==> src/rtl/chip8_alu_seq.sv <==
// chip8_alu_seq: registered CHIP-8 8XYn ALU with a valid/ready request side
// and a multi-cycle double-dabble BCD converter for FX33.
//
// Handshake: a request is accepted on a rising clk edge where start=1 and
// ready=1. op/x/y are sampled only at that edge. A start seen while ready=0
// is dropped and is not queued. Each accepted op produces exactly one
// result_valid pulse. Single-cycle ops pulse in the cycle after the accept
// edge. BCD pulses WIDTH cycles after the accept edge.
//
// Ports:
//   clk, rst_n     rising-edge clock, asynchronous active-low reset
//   start, op, x, y   request and its operands
//   ready          block can accept a request this cycle
//   result_valid   one-cycle pulse; result/flag/bcd/err are valid
//   result, flag   ALU result and the value for VF
//   flag_we        VF write strobe, qualified by result_valid
//   bcd            BCD digits of x, most significant digit in the top nibble
//   err            illegal op, qualified by result_valid
//   dbg_state      current FSM state (0=IDLE, 1=BCD_RUN)
module chip8_alu_seq #(
  parameter int WIDTH          = 8,
  parameter int DIGITS         = 3,
  parameter int SHIFT_SRC_Y    = 0,
  parameter int VF_RESET_LOGIC = 0
) (
  input  logic                  clk,
  input  logic                  rst_n,
  input  logic                  start,
  input  logic [3:0]            op,
  input  logic [WIDTH-1:0]      x,
  input  logic [WIDTH-1:0]      y,
  output logic                  ready,
  output logic                  result_valid,
  output logic [WIDTH-1:0]      result,
  output logic                  flag,
  output logic                  flag_we,
  output logic [4*DIGITS-1:0]   bcd,
  output logic                  err,
  output logic                  dbg_state
);

  localparam int SRW = 4*DIGITS + WIDTH;
  localparam int CW  = $clog2(WIDTH + 1);

  typedef enum logic {
    S_IDLE    = 1'b0,
    S_BCD_RUN = 1'b1
  } state_e;

  state_e               state_q, state_d;
  logic [CW-1:0]        cnt_q, cnt_d;
  logic [SRW-1:0]       sr_q, sr_d;
  logic [WIDTH-1:0]     result_q, result_d;
  logic                 flag_q, flag_d;
  logic                 flag_we_q, flag_we_d;
  logic                 valid_q, valid_d;
  logic [4*DIGITS-1:0]  bcd_q, bcd_d;
  logic                 err_q, err_d;

  logic [WIDTH:0]       sum;
  logic [WIDTH-1:0]     shift_src;
  logic [SRW-1:0]       dab;
  logic [SRW-1:0]       dab_sh;

  assign sum       = {1'b0, x} + {1'b0, y};
  assign shift_src = (SHIFT_SRC_Y != 0) ? y : x;

  // One double-dabble step: the BCD digits live above the binary part;
  // correct every digit >= 5 by +3, then shift the whole register left.
  always_comb begin
    dab = sr_q;
    for (int d = 0; d < DIGITS; d++) begin
      if (dab[WIDTH+4*d +: 4] >= 4'd5)
        dab[WIDTH+4*d +: 4] = dab[WIDTH+4*d +: 4] + 4'd3;
    end
    dab_sh = {dab[SRW-2:0], 1'b0};
  end

  always_comb begin
    state_d   = state_q;
    cnt_d     = cnt_q;
    sr_d      = sr_q;
    result_d  = result_q;
    flag_d    = flag_q;
    flag_we_d = 1'b0;
    valid_d   = 1'b0;
    bcd_d     = bcd_q;
    err_d     = err_q;
    case (state_q)
      S_IDLE: begin
        if (start) begin
          valid_d = 1'b1;
          err_d   = 1'b0;
          case (op)
            4'd0: result_d = y;
            4'd1, 4'd2, 4'd3: begin
              case (op)
                4'd1:    result_d = x | y;
                4'd2:    result_d = x & y;
                default: result_d = x ^ y;
              endcase
              if (VF_RESET_LOGIC != 0) begin
                flag_d    = 1'b0;
                flag_we_d = 1'b1;
              end
            end
            4'd4: begin
              result_d  = sum[WIDTH-1:0];
              flag_d    = sum[WIDTH];
              flag_we_d = 1'b1;
            end
            4'd5: begin
              result_d  = x - y;
              flag_d    = (x >= y);
              flag_we_d = 1'b1;
            end
            4'd6: begin
              result_d  = shift_src >> 1;
              flag_d    = shift_src[0];
              flag_we_d = 1'b1;
            end
            4'd7: begin
              result_d  = shift_src << 1;
              flag_d    = shift_src[WIDTH-1];
              flag_we_d = 1'b1;
            end
            4'd8: begin
              result_d  = y - x;
              flag_d    = (y >= x);
              flag_we_d = 1'b1;
            end
            4'd9: begin
              // No pulse now; err keeps its old value until the BCD result.
              valid_d = 1'b0;
              err_d   = err_q;
              sr_d    = {{(4*DIGITS){1'b0}}, x};
              cnt_d   = '0;
              state_d = S_BCD_RUN;
            end
            default: begin
              result_d = '0;
              err_d    = 1'b1;
            end
          endcase
        end
      end
      S_BCD_RUN: begin
        sr_d  = dab_sh;
        cnt_d = cnt_q + CW'(1);
        // The last iteration's output is captured directly so the pulse
        // lands exactly WIDTH cycles after the accept edge.
        if (cnt_q == CW'(WIDTH - 1)) begin
          bcd_d   = dab_sh[SRW-1 -: 4*DIGITS];
          valid_d = 1'b1;
          err_d   = 1'b0;
          state_d = S_IDLE;
        end
      end
      default: state_d = S_IDLE;
    endcase
  end

  always_ff @(posedge clk or negedge rst_n) begin
    if (!rst_n) begin
      state_q   <= S_IDLE;
      cnt_q     <= '0;
      sr_q      <= '0;
      result_q  <= '0;
      flag_q    <= 1'b0;
      flag_we_q <= 1'b0;
      valid_q   <= 1'b0;
      bcd_q     <= '0;
      err_q     <= 1'b0;
    end else begin
      state_q   <= state_d;
      cnt_q     <= cnt_d;
      sr_q      <= sr_d;
      result_q  <= result_d;
      flag_q    <= flag_d;
      flag_we_q <= flag_we_d;
      valid_q   <= valid_d;
      bcd_q     <= bcd_d;
      err_q     <= err_d;
    end
  end

  assign ready        = (state_q == S_IDLE);
  assign result_valid = valid_q;
  assign result       = result_q;
  assign flag         = flag_q;
  assign flag_we      = flag_we_q;
  assign bcd          = bcd_q;
  assign err          = err_q;
  assign dbg_state    = state_q;

endmodule
==> config.mk <==
export PLATFORM = sky130hd
export DESIGN_NAME = chip8_alu_seq
export DESIGN_NICKNAME = d
export VERILOG_FILES = /design/src/rtl/chip8_alu_seq.sv
export SDC_FILE = /design/constraint.sdc
export NUM_CORES = 1
export LEC_CHECK = 0
export CAP_MARGIN = 20
export CORE_MARGIN = 4
export CORE_UTILIZATION = 57
export CTS_BUF_LIST = sky130_fd_sc_hd__clkbuf_8 sky130_fd_sc_hd__clkbuf_16
export DETAILED_ROUTE_END_ITERATION = 7
export PLACE_DENSITY = 0.78
export SETUP_SLACK_MARGIN = 0.5
export SYNTH_ARGS = -nofsm -noshare
export SYNTH_HDL_FRONTEND = slang
export SYNTH_SLANG_ARGS = --single-unit
export TNS_END_PERCENT = 30
==> constraint.sdc <==
create_clock -name clk -period 2.3 [get_ports clk]
set_input_delay 0.46 -clock clk [delete_from_list [all_inputs] [get_ports clk]]
set_output_delay 0.46 -clock clk [all_outputs]
set_load 0.03 [all_outputs]
==> results.ini <==
[synth]
ys_ff_latch = 49
synthXorXnorAreaFrac = 0.02192
synthAdderAreaFrac = 0.1465
synth_nets = 534
synth_top_family_by_area = compound AO/OA/AOI/OAI gates
async_flop_share = 1.000
syn_area_sq_um = 3996
synth_compound_area_frac = 0.2126
synth_edf_count = 0
yosysSeqAreaShare = 0.3068
synth_warnings = 0
muxShareOfSynthArea = 0.08172
ys.flop_type = dfrtp_1
synth_cell_type_count = 57
netlist_instances = 466
syn_area_per_cell_sq_um = 8.576
synth-simple-area-share = 0.1694

[pwr]
vdd_drop_max_mv = 0.4226
seqPwrFrac = 0.299
internal-power_mw = 2.734
comb_power_share = 0.602
powerDensity_nw_per_um2 = 813.9
p_clk_frac = 0.099
p_leak_nw = 3.282
switchingPower_mw = 2.414
total_power_mw = 5.148
switching_share = 0.4689

[floorplan]
core_area_sq_um = 6794
ios = 49
die_w_um = 91.73
start_util = 0.5882
die_h_um = 91.73
design.die.area_sq_um = 8414
rows = 30

[flow_run]
max_cap_viol_count = 0

[grt]
grt_usage = 0.3507
grt_start_max_net_pins = 50
grt_pass1_vias = 4621
antenna_found_initial = 1
grt_overflow_total = 0
grt_pass1_wl_mm = 23.46

[route]
firstDrtPassIters = 6
via_per_inst = 7.122
drc = 0
drtAntennaViolNets = 0
wl_mm = 19.69
via_count = 5199
first_iter_violations = 783
wl_per_cell_um = 26.97

[sta]
holdWs_ps = 255.1
slew_violations = 0
setup_violations = 5
tightest_slew_ps = 628.8
slew_headroom = 0.5808
fin_ws_ps = -142.5
rsz0062_at_grt = true
fmax_mhz = 409.4
skew_ps = 4.808
final_hold_viol_count = 0
period_minus_slack_ps = 2442
fin_crit_sh = 1.062

[worst_setup_path]
critPathLaunch = x[0]
path_class = in2reg
crit_path_max_fanout = 3
crit_required_ps = 2490
endpoint_kind = flip-flop
cp-start-kind = input pin
cp.arrival_ps = 2640
rr_startpoint = cnt_q[0]$_DFFE_PN0P_

[clock_tree]
clk_latency_ps = 300
clk_path_buf_depth = 2
htreeDepth = 2
cts_root_buf = clkbuf_8
numCtsBuffers = 5
tritoncts = yes
path_clk_slew_ps = 90
clock-sinks = 49

[place]
dp_slack_ps = -611.6
portBuffers = 48
placed_cell_area_sq_um = 5396
dp.final_hpwl_mm = 9.534
dp.cells = 693
gp_congestion = 0.9385

[final_layout]
stdcell_area_sq_um = 6325
final_layout_size_suffix_gt1_frac = 0.4171
area.growth.synth_to_final_pct = 58.27
nets = 700
fin_cells = 730

[outcome]
violations = setup timing
run_status = finished with violations

[hold_path]
hp-class = in2async

## path summary, 6_finish.rpt
check / endpoint / slack (ps) / depth (start not counted)
worst max-delay path: flag$_DFFE_PN0P_ / -140 / 13
worst min-delay path: sr_q[10]$_DFFE_PN0P_ / 260 / 2
worst max register to register: bcd[7]$_DFFE_PN0P_ / 500 / 4
worst min register to register: bcd[1]$_DFFE_PN0P_ / 480 / 2
max in group asynchronous: result[2]$_DFFE_PN0P_ / 1610 / 2
min in group clk: bcd[1]$_DFFE_PN0P_ / 480 / 2
## metrics by stage
stage / setup TNS (ps) / utilization
2_1_floorplan: 0 / -
3_3_place_gp: -4546 / 0.7943
3_5_place_dp: -5731 / 0.7943
4_1_cts: 0 / 0.8814
5_1_grt: -459.3 / 0.9309
6_report: -466.5 / 0.9309
## cells in the mapped netlist, types with 2 or more instances
cell	count	area share
a211oi_1	3	0.0056
a21oi_1	26	0.033
a221o_1	2	0.0050
a221oi_1	4	0.0088
a22o_1	12	0.026
a22oi_1	6	0.011
a31oi_1	4	0.0063
and2_1	3	0.0047
buf_1	3	0.0028
buf_2	6	0.0075
clkbuf_1	16	0.015
dfrtp_1	49	0.31
fa_1	3	0.015
ha_1	42	0.13
inv_1	37	0.035
mux2_2	5	0.014
mux2i_1	18	0.045
mux4_2	4	0.023
nand2_1	76	0.071
nand2b_1	14	0.022
nand3_1	7	0.0088
nand4_1	2	0.0031
nor2_1	18	0.017
nor2b_1	5	0.0078
nor3_1	6	0.0075
o211ai_1	3	0.0056
o21a_1	2	0.0038
o21ai_0	35	0.044
o21bai_1	3	0.0056
o221ai_1	6	0.013
o22ai_1	2	0.0031
o311ai_0	2	0.0044
o31ai_1	4	0.0075
o41ai_1	3	0.0066
or2_2	2	0.0031
or3_1	2	0.0031
or4_1	3	0.0056
xnor2_1	7	0.015
xor2_1	3	0.0066
## state kept, by name, indices dropped and copies added, names as in the netlist
register,count
sr_q,20
bcd,12
result,8
cnt_q,4
dbg_state,1
err,1
flag,1
flag_we,1
result_valid,1
## timing repair
action / 4_1_cts / 5_1_grt
buffers inserted: 21 / 6
hold buffers: 0 / 0
setup endpoints to repair: 53 / 49
cloned: 0 / 1
gates resized for setup: 128 / 84
endpoints found under the hold margin: 0 / 0
pin swaps: 46 / 42
## layer usage
layer	track usage	vias up	routed length, um	part of all wire
met4	0.2153	0	2394	0.12
met2	0.6129	605	8749	0.44
met3	0.04922	258	2400	0.12
met5	0	-	0	0
li1	-	1981	-	-
met1	0.4032	2355	6143	0.31
## power by group through the flow
stage | clock network (mW) | registers (mW) | logic (mW)
after floorplan | 0 | 1.76 | 1.27
after global placement | 0 | 1.48 | 2.47
after detailed placement | 0 | 1.50 | 2.58
after CTS | 0.509 | 1.50 | 2.73
after global routing | 0.540 | 1.57 | 3.25
final | 0.511 | 1.54 | 3.10
## cells by family (layout without fill, tap and decap cells)
family                   Yosys count  after routing
AO/OA/AOI/OAI                    127            127
buffers and inverters             63            230
adder cells (fa/ha/maj)           45             45
AND/OR/NAND/NOR                  145            145
flip-flops                        49             49
other                              0              1
XOR/XNOR                          10             10
multiplexers                      27             27
## placed cells by master, fill, tap and decap left out, drive strengths merged, types with 14 or more instances in the layout
cell,n
dfrtp,49
nand2b,14
o21ai,35
a21oi,26
ha,42
nand2,76
inv,38
nor2,18
buf,142
mux2i,18
dlymetal6s2s,26
## worst max-delay path, cell delays in order
cell and delay [ps]:
buf_6 90, buf_6 110, buf_12 130, inv_16 40, ha_4 120, inv_2 50
fa_2 390, nor2b_4 170, o21ai_1 210, and2_4 220, a21oi_2 50, o2111a_1 270
o32a_1 300
## final cells by class
class / count / area, sq um
clock inverters: 3 / 18.77
multi-input cells: 354 / 3083
diodes: 1 / 2.502
clock buffers: 5 / 68.82
inverters: 38 / 173.9
well taps: 96 / 120.1
flip-flops and latches: 49 / 1226
fillers: 234 / 469.2
repair buffers: 184 / 1632
(Power assumes the default switching activity.)
